**config.mk**
```make
export PLATFORM = sky130hd
export DESIGN_NAME = dss_despread
export DESIGN_NICKNAME = d
export VERILOG_FILES = /design/src/rtl/dss_despread.sv
export SDC_FILE = /design/constraint.sdc
export NUM_CORES = 1
export LEC_CHECK = 0
export CORE_MARGIN = 2
export CORE_UTILIZATION = 30
export CTS_CLUSTER_SIZE = 20
export DETAILED_ROUTE_END_ITERATION = 7
export GPL_TIMING_DRIVEN = 0
export MAX_ROUTING_LAYER = met4
export SYNTH_ARGS = -nofsm -noshare
export SYNTH_HDL_FRONTEND = slang
export SYNTH_SLANG_ARGS = --single-unit
```
**constraint.sdc**
```tcl
create_clock -name clk -period 4.6 [get_ports clk]
set_input_delay 1.15 -clock clk [delete_from_list [all_inputs] [get_ports clk]]
set_output_delay 1.15 -clock clk [all_outputs]
set_load 0.1 [all_outputs]
```
**src/rtl/dss_despread.sv**
```systemverilog
// DSSS despreader: serial sliding-correlation acquisition of a 31-chip PN phase,
// then one hard data bit per PN period with lock tracking and loss-of-lock detection.
module dss_despread #(
  parameter int         DW       = 8,
  parameter int         THRESH   = 600,
  parameter int         LOSS_MAX = 3,
  parameter logic [4:0] SEED     = 5'b00001
) (
  input  logic                 clk,
  input  logic                 reset_n,
  input  logic signed [DW-1:0] din,
  input  logic                 din_valid,
  output logic                 dout,
  output logic                 dout_valid,
  output logic                 locked,
  output logic signed [DW+4:0] corr
);

  localparam int         AW        = DW + 5;
  localparam logic [4:0] LFSR_LAST = 5'b10000;  // state preceding SEED: 31st chip of a window

  typedef enum logic {
    SEARCH = 1'b0,
    LOCK   = 1'b1
  } state_t;

  state_t                r_state;
  logic [4:0]            r_lfsr;
  logic signed [AW-1:0]  r_acc;
  logic [2:0]            r_miss;
  logic                  r_slip;
  logic                  r_dout;
  logic                  r_dout_valid;
  logic                  r_locked;
  logic signed [AW-1:0]  r_corr;

  state_t                w_state_next;
  logic [4:0]            w_lfsr_next;
  logic signed [AW-1:0]  w_acc_next;
  logic [2:0]            w_miss_next;
  logic                  w_slip_next;
  logic                  w_dout_next;
  logic                  w_dout_valid_next;
  logic                  w_locked_next;
  logic signed [AW-1:0]  w_corr_next;

  logic signed [AW-1:0]  w_din_ext;
  logic signed [AW-1:0]  w_term;
  logic signed [AW-1:0]  w_sum;
  logic [AW-1:0]         w_abs;
  logic                  w_strong;
  logic [2:0]            w_miss_inc;

  assign w_din_ext  = {{(AW-DW){din[DW-1]}}, din};
  assign w_term     = r_lfsr[4] ? w_din_ext : -w_din_ext;
  assign w_sum      = r_acc + w_term;
  assign w_abs      = w_sum[AW-1] ? AW'(-w_sum) : AW'(w_sum);
  assign w_strong   = (w_abs >= AW'(THRESH));
  assign w_miss_inc = r_miss + 3'd1;

  always_comb begin
    w_state_next      = r_state;
    w_lfsr_next       = r_lfsr;
    w_acc_next        = r_acc;
    w_miss_next       = r_miss;
    w_slip_next       = r_slip;
    w_dout_next       = r_dout;
    w_dout_valid_next = 1'b0;
    w_locked_next     = r_locked;
    w_corr_next       = r_corr;

    if (din_valid) begin
      if (r_slip) begin
        // Discarded chip: holding the LFSR shifts local phase by one chip.
        w_slip_next = 1'b0;
      end else begin
        w_lfsr_next = {r_lfsr[3:0], r_lfsr[4] ^ r_lfsr[1]};
        if (r_lfsr == LFSR_LAST) begin
          w_corr_next = w_sum;
          w_acc_next  = '0;
          case (r_state)
            SEARCH: begin
              if (w_strong) begin
                w_state_next  = LOCK;
                w_locked_next = 1'b1;
                w_miss_next   = '0;
              end else begin
                w_slip_next = 1'b1;
              end
            end
            LOCK: begin
              w_dout_next       = ~w_sum[AW-1] && (w_sum != '0);
              w_dout_valid_next = 1'b1;
              if (w_strong) begin
                w_miss_next = '0;
              end else if (w_miss_inc >= 3'(LOSS_MAX)) begin
                w_state_next  = SEARCH;
                w_locked_next = 1'b0;
                w_slip_next   = 1'b1;
                w_miss_next   = '0;
              end else begin
                w_miss_next = w_miss_inc;
              end
            end
            default: begin
              w_state_next = SEARCH;
            end
          endcase
        end else begin
          w_acc_next = w_sum;
        end
      end
    end
  end

  always_ff @(posedge clk) begin
    if (!reset_n) begin
      r_state      <= SEARCH;
      r_lfsr       <= SEED;
      r_acc        <= '0;
      r_miss       <= '0;
      r_slip       <= 1'b0;
      r_dout       <= 1'b0;
      r_dout_valid <= 1'b0;
      r_locked     <= 1'b0;
      r_corr       <= '0;
    end else begin
      r_state      <= w_state_next;
      r_lfsr       <= w_lfsr_next;
      r_acc        <= w_acc_next;
      r_miss       <= w_miss_next;
      r_slip       <= w_slip_next;
      r_dout       <= w_dout_next;
      r_dout_valid <= w_dout_valid_next;
      r_locked     <= w_locked_next;
      r_corr       <= w_corr_next;
    end
  end

  assign dout       = r_dout;
  assign dout_valid = r_dout_valid;
  assign locked     = r_locked;
  assign corr       = r_corr;

endmodule
```
# Word level (Yosys, flattened, before mapping)
# Cells that the tools add are included.
# word_totals
ff_bits	39
out_inout_bits	16
ram_bits	0
latchBits	0
romBits	0
wordCells	56
memories	0
inputBits	11
# op_classes
mul	0
n_div	0
shifts	0
magnitude_cmp	2
n_addsub	4
n_eq_ne	4
mux	22
bitwise	7
n_reduce_logical	8
# op_table
op	n
two-way mux 13 bit	3
adder 13 bit	1
greater-or-equal comparator 13 x 10 -> 1 bit (second input constant)	1
negator 13 bit	1
negator 8 -> 13 bit	1
nonzero test 13 bit	1
two-way mux 1 bit	12
two-way mux 3 bit	3
AND reduction 4 bit	2
inverter 1 bit	6
one-hot mux 1 bit (2 select lines)	3
one-hot mux 3 bit (2 select lines)	1
AND reduction 6 bit	1
equality test 5 bit (second input constant)	1
inequality test 2 bit (second input constant)	2
OR reduction 4 bit	1
adder 3 x 1 -> 3 bit (second input constant)	1
greater-or-equal comparator 3 x 2 -> 1 bit (second input constant)	1
AND reduction 3 bit	1
inequality test 2 x 1 -> 1 bit (second input constant)	1
AND reduction 2 bit	1
logical AND 1 bit	1
XOR 1 bit	1

# Longest topological paths before layout
# Gate-level depths: netlist of run 1.
# logic_depth
word_depth	10
ltp_mapped	16
ltp_nobuf	15

# Worst setup path before layout of run 1
# No wires, ideal clock.
# synth_path
path_type	input to register
start	input port din[0]
end	register r_locked, in the netlist locked
t_required_ns	4.481
arrival_time_ns	4.173
n_path_buf	1
setup_slack_ns	0.308
cell_stages	16
setup_time_ns	0.119
cell_sequence	inv_1 -> ha_1 -> nand2_1 -> nor4_1 -> nor2_1 -> xor2_1 -> ha_1 -> clkbuf_1 -> o21a_1 -> o21ai_0 -> mux2i_1 -> a211o_1 -> or3_4 -> a2111oi_4 -> nor3_1 -> o221a_1
# synth_via
elab_chain_len	8
elab_cells_between_ends	9
classes_between	add/sub: 3; order compare: 1; eq/ne: 2; mux: 2; reduce/logical: 1
# synth_rtl
element	line	source
from (decl)	11	input logic signed [DW-1:0] din,
negator 8 -> 13 bit	55	assign w_term = r_lfsr[4] ? w_din_ext : -w_din_ext;
two-way mux 13 bit (*)	55	
adder 13 bit (*)	56	assign w_sum = r_acc + w_term;
negator 13 bit	57	assign w_abs = w_sum[AW-1] ? AW'(-w_sum) : AW'(w_sum);
two-way mux 13 bit (*)	57	
greater-or-equal comparator 13 x 10 -> 1 bit (*)	58	assign w_strong = (w_abs >= AW'(THRESH));
inequality test 2 bit (no source line)	n/a	
AND reduction 6 bit (no source line) (*)	n/a	
to (signal assigned)	135	r_locked <= w_locked_next;
to (decl)	34	logic r_locked;
# Mark *: on every way between the ends. The rest lies on a longest branch, timed or not.
# A chain may end at the register's enable or synchronous reset.

# Worst setup path after layout of run 1
# layout_path
start	input port din[2]
end	register r_locked, in the netlist locked
# The elaborated chain is that of the path after synthesis.

==> load_flow_metrics.sql, run 1 <==
INSERT INTO impl_metrics (metric_group, metric, value, unit) VALUES
('route', 'route.detailed.vias_per_inst', '5.07', ''),
('timing', 'timing.final.crit_period', '4.38', 'ns'),
('die', 'floorplan.rows', '33', ''),
('clock_network', 'worst_skew_pair.late_latency', '0.29', 'ns'),
('route', 'firstDrtPassIters', '4', ''),
('die', 'start_util', '0.307', ''),
('synthesis', 'synth_compound_gate_area_share', '0.240', ''),
('die', 'design.portCount', '27', ''),
('clock_network', 'cts.reportedPaths.clkPinSlew', '0.07', 'ns'),
('synthesis', 'ys_seq_area_frac', '0.311', ''),
('clock_network', 'clock-root-buffer', 'sky130_fd_sc_hd__clkbuf_8', ''),
('critical_path', 'critical_path.slowest_cell', 'sky130_fd_sc_hd__ha_1', ''),
('critical_path', 'worst_path_largest_cell_delay', '0.50', 'ns'),
('clock_network', 'holdBufCountCts', '0', ''),
('synthesis', 'combinational_family_with_the_most_area_after_synthesis', 'simple AND/OR/NAND/NOR gates', ''),
('timing', 'clock-skew-final', '0.00521', 'ns'),
('power', 'pwr_density_cell', '320', 'mW/mm^2'),
('critical_path', 'rr_worst_depth', '12', ''),
('finish', 'stdcell_count', '454', ''),
('global_route', 'first_global_vias', '2095', ''),
('die', 'core', '0.00818', 'mm^2'),
('run', 'maxCapViolations', '0', ''),
('status', 'run_status', 'complete, no violations', ''),
('global_route', 'grt_start_max_net_pins', '12', ''),
('synthesis', 'synthesis.instances', '311', ''),
('finish', 'n_antenna_cell', '0', ''),
('die', 'die_y', '95.4', 'um'),
('synthesis', 'post_synth_and_or_nand_nor_area_fraction', '0.247', ''),
('route', 'totalWireLength', '6200', 'um'),
('clock_network', 'inserted_clock_buffers', '5', ''),
('timing', 'clock.fmax', '228', 'MHz'),
('global_route', 'grt_pass1_wl', '9990', 'um'),
('finish', 'layout.area.seq', '781', 'um^2'),
('critical_path', 'critical_path_required', '4.79', 'ns'),
('timing', 'final-setup-viol-count', '0', ''),
('critical_path', 'path_buf_inv', '2', ''),
('critical_path', 'worstSetupEndpointType', 'flop', ''),
('critical_path', 'worst_setup_path_end', 'locked', ''),
('critical_path', 'worstSetupPathType', 'in2reg', ''),
('timing', 'final-hold-violation-count', '0', ''),
('synthesis', 'synth_area_per_cell', '8.07', 'um^2'),
('finish', 'multi_input_area', '0.00175', 'mm^2'),
('timing', 'timing_worst_slew_pin_value', '0.978', 'ns'),
('synthesis', 'synth.area.mux_share', '0.0175', ''),
('route', 'post_drt_wl_per_cell', '13.7', 'um'),
('route', 'drc', '0', ''),
('critical_path', 'timing.critical_path.fanout_max', '7', ''),
('finish', 'commonest_non_fill_non_tap_cell_in_the_layout', 'sky130_fd_sc_hd__nand2_1', ''),
('placement', 'dp_cells', '442', ''),
('timing', 'setup_slack', '0.223', 'ns'),
('timing', 'timing_max_transition_violations_final', '0', ''),
('die', 'fp.dieArea', '0.00911', 'mm^2'),
('clock_network', 'clock_tree_from_tritoncts', 'yes', ''),
('critical_path', 'critical_path.cell_chain', 'clkdlybuf4s50_1 > nor3_2 > a21oi_1 > xor2_1 > ha_1 > o21ai_1 > a31oi_2 > mux2i_1 > a211o_1 > or3_4 > a2111oi_4 > buf_4 > nor3_1 > o221a_1', ''),
('finish', 'fillCellCount', '867', ''),
('critical_path', 'startpoint', 'din[2]', ''),
('critical_path', 'reg2reg_setup_slack', '0.79', 'ns'),
('power', 'vdd.ir_drop.worst', '169', 'uV'),
('route', 'ant_nets', '0', ''),
('finish', 'ratio_of_cells_with_drive_above_1_in_the_final_layout', '0.106', ''),
('route', 'detailedRoute.firstIterationViolations', '122', ''),
('synthesis', 'yosys.area_share.adder', '0.0928', ''),
('synthesis', 'synth_seq_cells', '39', ''),
('synthesis', 'synth.net_count', '340', ''),
('finish', 'finish.net_count', '378', ''),
('hold_path', 'hp-class', 'reg2reg', ''),
('timing', 'final.setup.tns', '0', 'ns'),
('placement', 'dp_hpwl', '4690', 'um'),
('global_route', 'number_of_antenna_violations_at_the_first_check_in_global_routing', '0', ''),
('clock_network', 'clkSinkCount', '39', ''),
('synthesis', 'ys_async_sr_fraction', '0', '');
==> worst min-delay path by stage <==
stage | startpoint | end | slack (ns) | cells past startpoint
after floorplan | r_slip | r_slip | 0.45 | 2
after global placement | corr[1] | corr[1] | 0.46 | 2
after detailed placement | corr[0] | corr[0] | 0.46 | 2
after CTS | r_lfsr[2] | r_lfsr[3] | 0.48 | 2
after global routing | corr[1] | corr[1] | 0.50 | 2
final | corr[1] | corr[1] | 0.47 | 2
==> report_power, final <==
part / switching (uW) / total, uW / internal [uW]
registers: 15.5 / 371 / 356
logic: 227 / 405 / 178
clock network: 118 / 236 / 118
total: 361 / 1010 / 652
==> timing repair <==
action / in CTS / in global routing
buffers inserted: 3 / 4
setup endpoints to repair: 6 / 7
resized for setup: 5 / 20
pin swaps: 2 / 7
==> cell usage after synthesis, types with 5 or more instances <==
master,instances,share of area
sky130_fd_sc_hd__nand3_1,5,0.010
sky130_fd_sc_hd__a22oi_1,7,0.021
sky130_fd_sc_hd__clkbuf_1,13,0.019
sky130_fd_sc_hd__dfxtp_1,39,0.31
sky130_fd_sc_hd__a21oi_1,14,0.028
sky130_fd_sc_hd__inv_1,13,0.019
sky130_fd_sc_hd__xnor2_1,5,0.017
sky130_fd_sc_hd__o21ai_0,20,0.040
sky130_fd_sc_hd__xor2_1,10,0.035
sky130_fd_sc_hd__ha_1,17,0.085
sky130_fd_sc_hd__and2_1,13,0.032
sky130_fd_sc_hd__nor2_1,19,0.028
sky130_fd_sc_hd__and3_1,5,0.012
sky130_fd_sc_hd__nor2b_1,8,0.020
sky130_fd_sc_hd__a21boi_0,11,0.033
sky130_fd_sc_hd__nand2_1,47,0.070
sky130_fd_sc_hd__nor4_1,6,0.015
sky130_fd_sc_hd__a211o_1,5,0.017
==> routing by layer <==
metal / wire [um] / vias to the layer above / track usage
li1: - / 1195 / -
met1: 3090 / 1069 / 0.193
met2: 2860 / 31 / 0.218
met3: 187 / 5 / 0.0285
met4: 65 / 0 / 0.0440
met5: 0 / - / -
==> cell families after synthesis <==
logic type	count (synthesis)
AO/OA/AOI/OAI	85
flip-flops	39
XOR/XNOR	15
multiplexers	4
buffers and inverters	26
adder cells (fa/ha/maj)	18
AND/OR/NAND/NOR	124
==> worst reg2reg max path, delay by kind of cell, from the launching register on <==
family	cells	cell delay [ns]
adder cells (fa/ha/maj)	1	0.30
buffers and inverters	2	0.65
multiplexers	1	0.43
AO/OA/AOI/OAI	6	1.44
flip-flops	1	0.44
AND/OR/NAND/NOR	2	0.45
==> sequential cells by signal, summed over array words and instances, names as in the netlist <==
signal / flops
corr: 13
dout: 1
dout_valid: 1
locked: 1
r_acc: 13
r_lfsr: 5
r_miss: 3
r_slip: 1
r_state: 1
==> final cells by class <==
| cell class | count | area share |
|---|---|---|
| Buffer | 11 | 0.0131 |
| Timing Repair Buffer | 33 | 0.101 |
| Inverter | 13 | 0.0154 |
| Clock inverter | 1 | 0.00158 |
| Multi-Input combinational cell | 246 | 0.554 |
| Tap cell | 105 | 0.0416 |
| Sequential cell | 39 | 0.247 |
| Clock buffer | 6 | 0.0261 |
==> per-stage QoR <==
stage / util / hold slack, ns / power, uW / instance area [um^2]
after global routing: 0.386 / 0.500 / 1080 / 3160
after global placement: 0.355 / 0.462 / 705 / 2900
after detailed placement: 0.355 / 0.464 / 710 / 2900
final: 0.386 / 0.473 / 1010 / 3160
after floorplan: - / 0.452 / 628 / 2510
after CTS: 0.371 / 0.482 / 970 / 3040
No activity file was read; power rests on OpenSTA's default activity.
==> run 2: changes to the inputs <==
--- a/config.mk
+++ b/config.mk
@@ -7,6 +7,7 @@
 export LEC_CHECK = 0
 export CORE_MARGIN = 2
 export CORE_UTILIZATION = 30
+export CTS_CLUSTER_DIAMETER = 50
 export CTS_CLUSTER_SIZE = 20
 export DETAILED_ROUTE_END_ITERATION = 7
 export GPL_TIMING_DRIVEN = 0
==> results of run 2 <==
The final DEF is identical to that of run 1; final timing and power are the same.
==> run 3: changes to the inputs <==
--- a/config.mk
+++ b/config.mk
@@ -12,6 +12,7 @@
 export DETAILED_ROUTE_END_ITERATION = 7
 export GPL_TIMING_DRIVEN = 0
 export MAX_ROUTING_LAYER = met4
+export SLEW_MARGIN = 25
 export SYNTH_ARGS = -nofsm -noshare
 export SYNTH_HDL_FRONTEND = slang
 export SYNTH_SLANG_ARGS = --single-unit
==> results of run 3 <==
The final DEF is identical to that of run 1; final timing and power are the same.
